File: config.mk
export PLATFORM = sky130hd
export DESIGN_NAME = sudoku_entry_ctrl_flat
export DESIGN_NICKNAME = d
export VERILOG_FILES = /design/src/rtl/sudoku_entry_if.sv /design/src/rtl/sudoku_entry_ctrl.sv /design/src/flat_wrapper.sv
export SDC_FILE = /design/constraint.sdc
export NUM_CORES = 1
export LEC_CHECK = 0
export ABC_AREA = 0
export BUFFER_PORTS_ARGS = -buffer_cell sky130_fd_sc_hd__clkbuf_2
export CAP_MARGIN = 20
export CORE_UTILIZATION = 50
export CTS_CLUSTER_DIAMETER = 80
export DETAILED_ROUTE_END_ITERATION = 10
export HOLD_SLACK_MARGIN = 0.02
export PLACE_DENSITY = 0.95
export SYNTH_ARGS = -nofsm -noshare
export SYNTH_HDL_FRONTEND = slang
export SYNTH_SLANG_ARGS = --single-unit
File: constraint.sdc
create_clock -name clk -period 4.9 [get_ports clk]
set_input_delay 0.245 -clock clk [delete_from_list [all_inputs] [get_ports clk]]
set_output_delay 0.245 -clock clk [all_outputs]
set_load 0.005 [all_outputs]
File: src/rtl/sudoku_entry_if.sv
// Bus bundle between the Sudoku entry controller and its surroundings
// (recogniser, buttons, board mask on the input side; solver write
// protocol on the output side).
interface sudoku_entry_if;
  logic        i_load_req;
  logic [80:0] i_board_blank;
  logic        i_btn_up;
  logic        i_btn_down;
  logic        i_btn_left;
  logic        i_btn_right;
  logic        i_btn_clear;
  logic        i_digit_valid;
  logic [3:0]  i_digit;
  logic        o_digit_ready;
  logic        o_start;
  logic        o_read;
  logic [3:0]  o_row;
  logic [3:0]  o_col;
  logic [3:0]  o_data;
  logic        o_reject;
  logic        o_busy;

  modport slave (
    input  i_load_req, i_board_blank, i_btn_up, i_btn_down, i_btn_left,
           i_btn_right, i_btn_clear, i_digit_valid, i_digit,
    output o_digit_ready, o_start, o_read, o_row, o_col, o_data, o_reject,
           o_busy
  );

  modport master (
    output i_load_req, i_board_blank, i_btn_up, i_btn_down, i_btn_left,
           i_btn_right, i_btn_clear, i_digit_valid, i_digit,
    input  o_digit_ready, o_start, o_read, o_row, o_col, o_data, o_reject,
           o_busy
  );
endinterface

File: src/rtl/sudoku_entry_ctrl.sv
// Cursor and entry controller in front of the Sudoku solver.
// Converts button pulses and recognised digits into the solver's
// start/read/row/col/data write protocol, protecting clue cells.
// Optional feature: define SUDOKU_SKIP_FIXED_EN to make cursor moves
// skip over fixed (clue) cells along the direction of travel.
module sudoku_entry_ctrl #(
  parameter int DIGIT_MAX = 9
) (
  input  logic          clk,
  input  logic          reset,
  sudoku_entry_if.slave bus
);

  localparam logic [3:0] LP_DMAX = 4'(DIGIT_MAX);

`ifdef SUDOKU_SKIP_FIXED_EN
  typedef enum logic [2:0] {S_IDLE, S_LOAD, S_EDIT, S_WRITE, S_SKIP} state_t;
`else
  typedef enum logic [2:0] {S_IDLE, S_LOAD, S_EDIT, S_WRITE} state_t;
`endif

  // Direction codes: 0 up, 1 down, 2 left, 3 right. Returns {row, col}.
  function automatic logic [7:0] f_step(input logic [1:0] dir,
                                        input logic [3:0] row,
                                        input logic [3:0] col);
    logic [3:0] v_r;
    logic [3:0] v_c;
    v_r = row;
    v_c = col;
    case (dir)
      2'd0:    v_r = (row == 4'd0) ? 4'd8 : row - 4'd1;
      2'd1:    v_r = (row == 4'd8) ? 4'd0 : row + 4'd1;
      2'd2:    v_c = (col == 4'd0) ? 4'd8 : col - 4'd1;
      default: v_c = (col == 4'd8) ? 4'd0 : col + 4'd1;
    endcase
    return {v_r, v_c};
  endfunction

  // Linear cell index row*9+col, 0..80.
  function automatic logic [6:0] f_idx(input logic [3:0] row,
                                       input logic [3:0] col);
    return ({3'd0, row} * 7'd9) + {3'd0, col};
  endfunction

  state_t     r_state, w_state_nxt;
  logic [3:0] r_row, w_row_nxt;
  logic [3:0] r_col, w_col_nxt;
  logic [3:0] r_data, w_data_nxt;
  logic       r_reject, w_reject_nxt;

  logic [1:0] w_mv_dir;
  logic [7:0] w_mv_tgt;
  logic       w_any_btn;
  logic       w_cur_blank;
  logic       w_digit_ok;

  assign w_any_btn   = bus.i_btn_up | bus.i_btn_down | bus.i_btn_left | bus.i_btn_right;
  assign w_mv_dir    = bus.i_btn_up   ? 2'd0 :
                       bus.i_btn_down ? 2'd1 :
                       bus.i_btn_left ? 2'd2 : 2'd3;
  assign w_mv_tgt    = f_step(w_mv_dir, r_row, r_col);
  assign w_cur_blank = bus.i_board_blank[f_idx(r_row, r_col)];
  assign w_digit_ok  = (bus.i_digit != 4'd0) && (bus.i_digit <= LP_DMAX);

`ifdef SUDOKU_SKIP_FIXED_EN
  logic [1:0] r_dir, w_dir_nxt;
  logic [2:0] r_cnt, w_cnt_nxt;
  logic [7:0] w_skip_tgt;
  logic       w_mv_blank;
  logic       w_skip_blank;

  assign w_skip_tgt   = f_step(r_dir, r_row, r_col);
  assign w_mv_blank   = bus.i_board_blank[f_idx(w_mv_tgt[7:4], w_mv_tgt[3:0])];
  assign w_skip_blank = bus.i_board_blank[f_idx(w_skip_tgt[7:4], w_skip_tgt[3:0])];
`endif

  // State and cursor/data registers; reset overrides every state.
  always_ff @(posedge clk) begin
    if (reset) begin
      r_state  <= S_IDLE;
      r_row    <= 4'd0;
      r_col    <= 4'd0;
      r_data   <= 4'd0;
      r_reject <= 1'b0;
`ifdef SUDOKU_SKIP_FIXED_EN
      r_dir    <= 2'd0;
      r_cnt    <= 3'd0;
`endif
    end else begin
      r_state  <= w_state_nxt;
      r_row    <= w_row_nxt;
      r_col    <= w_col_nxt;
      r_data   <= w_data_nxt;
      r_reject <= w_reject_nxt;
`ifdef SUDOKU_SKIP_FIXED_EN
      r_dir    <= w_dir_nxt;
      r_cnt    <= w_cnt_nxt;
`endif
    end
  end

  // Next-state: EDIT priority is load > digit > clear > move.
  always_comb begin
    w_state_nxt  = r_state;
    w_row_nxt    = r_row;
    w_col_nxt    = r_col;
    w_data_nxt   = r_data;
    w_reject_nxt = 1'b0;
`ifdef SUDOKU_SKIP_FIXED_EN
    w_dir_nxt    = r_dir;
    w_cnt_nxt    = r_cnt;
`endif
    case (r_state)
      S_IDLE: begin
        if (bus.i_load_req) w_state_nxt = S_LOAD;
      end
      S_LOAD: begin
        w_row_nxt   = 4'd0;
        w_col_nxt   = 4'd0;
        w_data_nxt  = 4'd0;
        w_state_nxt = S_EDIT;
      end
      S_EDIT: begin
        if (bus.i_load_req) begin
          w_state_nxt = S_LOAD;
        end else if (bus.i_digit_valid) begin
          if (w_cur_blank && w_digit_ok) begin
            w_data_nxt  = bus.i_digit;
            w_state_nxt = S_WRITE;
          end else begin
            w_reject_nxt = 1'b1;
          end
        end else if (bus.i_btn_clear) begin
          if (w_cur_blank) begin
            w_data_nxt  = 4'd0;
            w_state_nxt = S_WRITE;
          end else begin
            w_reject_nxt = 1'b1;
          end
        end else if (w_any_btn) begin
          w_row_nxt = w_mv_tgt[7:4];
          w_col_nxt = w_mv_tgt[3:0];
`ifdef SUDOKU_SKIP_FIXED_EN
          if (!w_mv_blank) begin
            w_dir_nxt   = w_mv_dir;
            w_cnt_nxt   = 3'd0;
            w_state_nxt = S_SKIP;
          end
`endif
        end
      end
      S_WRITE: begin
        w_state_nxt = S_EDIT;
      end
`ifdef SUDOKU_SKIP_FIXED_EN
      // One cell per cycle; the 8th extra step lands back on the origin.
      S_SKIP: begin
        w_row_nxt = w_skip_tgt[7:4];
        w_col_nxt = w_skip_tgt[3:0];
        w_cnt_nxt = r_cnt + 3'd1;
        if (w_skip_blank || (r_cnt == 3'd7)) w_state_nxt = S_EDIT;
      end
`endif
      default: begin
        w_state_nxt = S_IDLE;
      end
    endcase
  end

  assign bus.o_start       = (r_state == S_LOAD);
  assign bus.o_read        = (r_state == S_WRITE);
  assign bus.o_digit_ready = (r_state == S_EDIT);
  assign bus.o_busy        = (r_state != S_IDLE) && (r_state != S_EDIT);
  assign bus.o_row         = r_row;
  assign bus.o_col         = r_col;
  assign bus.o_data        = r_data;
  assign bus.o_reject      = r_reject;

endmodule

File: src/flat_wrapper.sv
// flat-port wrapper written by rule: the top's interface ports become plain ports
module sudoku_entry_ctrl_flat 
#(
  parameter int DIGIT_MAX = 9
)
  (clk, reset, bus_i_load_req, bus_i_board_blank, bus_i_btn_up, bus_i_btn_down, bus_i_btn_left, bus_i_btn_right, bus_i_btn_clear, bus_i_digit_valid, bus_i_digit, bus_o_digit_ready, bus_o_start, bus_o_read, bus_o_row, bus_o_col, bus_o_data, bus_o_reject, bus_o_busy);
  sudoku_entry_if bus_i ();
  input  logic clk;
  input  logic reset;
  input wire logic [$bits(bus_i.i_load_req)-1:0] bus_i_load_req;
  input wire logic [$bits(bus_i.i_board_blank)-1:0] bus_i_board_blank;
  input wire logic [$bits(bus_i.i_btn_up)-1:0] bus_i_btn_up;
  input wire logic [$bits(bus_i.i_btn_down)-1:0] bus_i_btn_down;
  input wire logic [$bits(bus_i.i_btn_left)-1:0] bus_i_btn_left;
  input wire logic [$bits(bus_i.i_btn_right)-1:0] bus_i_btn_right;
  input wire logic [$bits(bus_i.i_btn_clear)-1:0] bus_i_btn_clear;
  input wire logic [$bits(bus_i.i_digit_valid)-1:0] bus_i_digit_valid;
  input wire logic [$bits(bus_i.i_digit)-1:0] bus_i_digit;
  output wire logic [$bits(bus_i.o_digit_ready)-1:0] bus_o_digit_ready;
  output wire logic [$bits(bus_i.o_start)-1:0] bus_o_start;
  output wire logic [$bits(bus_i.o_read)-1:0] bus_o_read;
  output wire logic [$bits(bus_i.o_row)-1:0] bus_o_row;
  output wire logic [$bits(bus_i.o_col)-1:0] bus_o_col;
  output wire logic [$bits(bus_i.o_data)-1:0] bus_o_data;
  output wire logic [$bits(bus_i.o_reject)-1:0] bus_o_reject;
  output wire logic [$bits(bus_i.o_busy)-1:0] bus_o_busy;
  assign bus_i.i_load_req = bus_i_load_req;
  assign bus_i.i_board_blank = bus_i_board_blank;
  assign bus_i.i_btn_up = bus_i_btn_up;
  assign bus_i.i_btn_down = bus_i_btn_down;
  assign bus_i.i_btn_left = bus_i_btn_left;
  assign bus_i.i_btn_right = bus_i_btn_right;
  assign bus_i.i_btn_clear = bus_i_btn_clear;
  assign bus_i.i_digit_valid = bus_i_digit_valid;
  assign bus_i.i_digit = bus_i_digit;
  assign bus_o_digit_ready = bus_i.o_digit_ready;
  assign bus_o_start = bus_i.o_start;
  assign bus_o_read = bus_i.o_read;
  assign bus_o_row = bus_i.o_row;
  assign bus_o_col = bus_i.o_col;
  assign bus_o_data = bus_i.o_data;
  assign bus_o_reject = bus_i.o_reject;
  assign bus_o_busy = bus_i.o_busy;
  sudoku_entry_ctrl #(.DIGIT_MAX(DIGIT_MAX)) u_core (.clk(clk), .reset(reset), .bus(bus_i));
endmodule
==> results.md <==
- The run finished with clean final reports.
- For this run, asynchronously set or reset flops after synthesis account for 0%.
- The die span in y is 66.84 microns.
- The TritonCTS clock tree is done.
- The number of port buffers is 110.
- The synthesized flop and latch total is 15.
- The worst setup path is captured at a register.
- The signal arrival time at the worst endpoint is 3.99 ns.
- Headroom to the max-slew limit came out at 41.97%.
- At the pin with the least slew margin, the transition time is 0.8705 ns.
- The synthesized area per cell is 8.945 sq um.
- The number of placement rows is 23.
- After routing, the total negative slack on setup checks comes to 0 ns.
- The highest clock rate is 261.5 MHz.
- The clock latency at the later pin of the worst-skew pair is 0.25 ns.
- The largest single stage delay on the critical path is 0.59 ns.
- The floorplan step defined a core boundary enclosing 4029 sq um.
- The type of the tightest min-delay check is in -> reg.
- IR analysis of the VDD net gives a maximum drop of 0.1127 mV.
- The total power density per cell area is 121.4 nW/um^2.
- The signed area change from the synthesized netlist to the final layout is 29.88%.
- For this run, the leading register cell type out of synthesis is dfxtp_1.
- The clock passes through at most 2 buffers.
- Between clock sinks in the finished design, the worst skew comes to 0.0008050 ns.
- The total power is 0.3315 mW.
- The most frequent cell on the critical path is ha_1.
- The analysis attributes to cell leakage a power of 1.208 nW.
- The final count of negative-setup-slack endpoints is 0.
- The number of nets in the layout is 449.
- The effective utilization at floorplan is 52.17%.
- The first detailed-routing pass ran for 4 iterations.
- Dividing the detail-routed via count by the number of cells gives 5.902.
- The number of buffers and inverters on the critical path is 0.
- After layout, the worst setup slack is 1.076 ns.
- The net count after synthesis is 345.
- The share of the Yosys chip area taken by registers is 14.29%.
- Along the worst path, the maximum fanout reaches 13.
- The most frequently used cell type in the post-synthesis netlist is a21oi_1.
- The tree is rooted in a clkbuf_8.
- The number of buffers created by CTS is 3.
- Setup repair after global routing left no endpoint under its margin.
- In the synthesized netlist, the number of instances is 235.
- The wire length of the first global-routing pass is 9.729 mm.
- The number of hold buffers added after cts is 0.
- The post-detailed-routing wire length is 5.897 mm.
- By startpoint and endpoint, the worst setup path is classified as reg -> reg.
- The congestion estimate from routability-driven global placement came to 0.8124.
- The share of the synthesized area in the top cell type is 21.43%.
- Global routing used 28.40% of the available tracks across all layers.
- The family of cells with the greatest summed delay on the critical path is compound AO/OA/AOI/OAI gates.
- In this run the remaining antenna-violating nets after routing total 0.
- The HPWL after detailed placement is 4.777 mm.
- After clock tree synthesis, the clock-pin slew on the worst setup and hold paths is 0.06 ns.
- STA puts the critical path data required time at 5.07 ns.
- The slowest stage of the critical path is the dfxtp_1 cell.
- The final worst-path cycle share is 78.03%.
- The number of hold-slack violations in the final timing report is 0.
- For this run, the number of Yosys warnings is 0.
- The total congestion overflow after global routing is 0.
- The count of instances resized after the clock tree is built is 0.
- The cell area that synthesis handed to floorplanning was 2102 sq um.
- The number of library cell types mapped by synthesis is 50.
- The number of clock sinks seen by CTS is 15.
- The number of slew-limit violations in the final report is 0.
- The initial antenna violation count was 0.
- The synthesized design contains 0 enable-type register cells.
- The number of placed I/O pins is 111.
- The die extent in x is 66.84 microns.
- The tool flagged a number of max-cap violations equal to 0.
- The number of global-route vias before repair is 2,206.
- The layout has 328 filler cells.
- Walking the worst path, the cells encountered are ha_1 -> ha_1 -> ha_1 -> a21oi_1 -> and3b_1 -> nor4_1 -> o41a_1 -> o21a_1 -> nor3_4 -> mux2i_1.
- The post-detailed-route wirelength per cell is 15.20 microns.
- The worst setup path is launched from a register.
- The number of antenna diodes in the final layout is 0.
- The post-CTS repair timing setup buffer count is 0.
- The end-of-flow core utilization is 67.76%.
- Yosys attributes the largest share of cell area to mux4_2, dfxtp_1, ha_1.
- Prior to clock tree synthesis, the placed netlist has a worst setup slack of 1.171 ns.
- In the routed design, unresolved DRC markers number 0.
- The routed layout has 2,290 vias.
- The largest total area in the synthesized netlist belongs to mux4_2.
- For this block, the initial DRC count from the detailed router was 141.
- CTS built an H-tree with a depth of 1.
- The fraction of final layout cells with drive strength greater than 1 is 42.90%.
- The die covers 4468 sq um.
- Entering global routing, the biggest net connects 22 pins.
- After synthesis, the most frequently instantiated cells are a21oi_1, mux4_2, nand2_1, nor2_1.
- The routed design could run at a clock period as short as 3.824 ns.
[final timing paths]
kind | from | endpoint | slack (ns) | depth (start not counted)
worst max-delay path | u_core.bus.o_row[3] | u_core.bus.o_data[0] | 1.08 | 10
worst min-delay path | bus_i_load_req | u_core.bus.o_reject | 0.21 | 2
worst max register to register | u_core.bus.o_row[3] | u_core.bus.o_data[0] | 1.08 | 10
worst min register to register | u_core.bus.o_data[3] | u_core.bus.o_data[3] | 0.50 | 2
[placed cells by master (no fill, tap or decap), types with 5 or more instances in the layout]
cell / n
a211oi_1: 8
a21oi_1: 28
a31oi_1: 5
clkbuf_2: 110
dfxtp_1: 15
ha_1: 15
inv_1: 7
mux2i_1: 9
mux4_2: 20
nand2_1: 18
nand2b_1: 7
nand3_1: 8
nor2_1: 18
nor4_1: 5
or2_1: 5
[routing by layer]
layer / track usage [%] / vias to the layer above / part of all wire [%]
li1: - / 1118 / -
met1: 34.75 / 1075 / 41
met2: 50.00 / 85 / 52
met3: 4.966 / 12 / 5.4
met4: 8.777 / 0 / 1.6
met5: 0 / - / 0
[metrics by stage]
step	std cells	hold slack (ns)	cell area (sq um)
after CTS	388	0.2095	2730
after global placement	383	0.4694	2658
final	388	0.2135	2730
after detailed placement	384	0.4724	2685
after global routing	388	0.2358	2730
after floorplan	235	0.3231	2102
[registers in the layout, summed over array words and instances (netlist names)]
signal / flops
u_core.bus.o_col: 4
u_core.bus.o_data: 4
u_core.bus.o_row: 4
u_core.r_state: 2
u_core.bus.o_reject: 1
[where the power goes]
group	internal, mW	switching, mW	leakage (nW)
logic	0.0588	0.0420	1.06
clock network	0.0577	0.0453	0.0228
registers	0.124	0.00411	0.121
[cell families after synthesis]
family,after synthesis,share of synthesized area (%)
compound gates,63,19.41
xor+xnor,5,2.977
fa+ha+maj,16,9.881
buf+inv,21,4.345
flops,15,14.29
mux,34,29.11
simple gates,81,20.00
[final cells by class]
class                      instances  area (sq um)  area share [%]
sequential                        15         300.3           11.00
clock buffer                       4         45.04           1.650
inverter                           9         33.78           1.237
timing repair buffer             111         578.1           21.17
multi-input combinational        199          1710           62.65
tap                               50         62.56           2.291
[worst reg2reg max path, cell delays in order (launching register included)]
cell and delay, ns:
dfxtp_1 0.59, ha_1 0.32, ha_1 0.29, ha_1 0.40, a21oi_1 0.45, and3b_1 0.33
nor4_1 0.08, o41a_1 0.43, o21a_1 0.27, nor3_4 0.32, mux2i_1 0.27
Power figures use the tool's default switching activity.
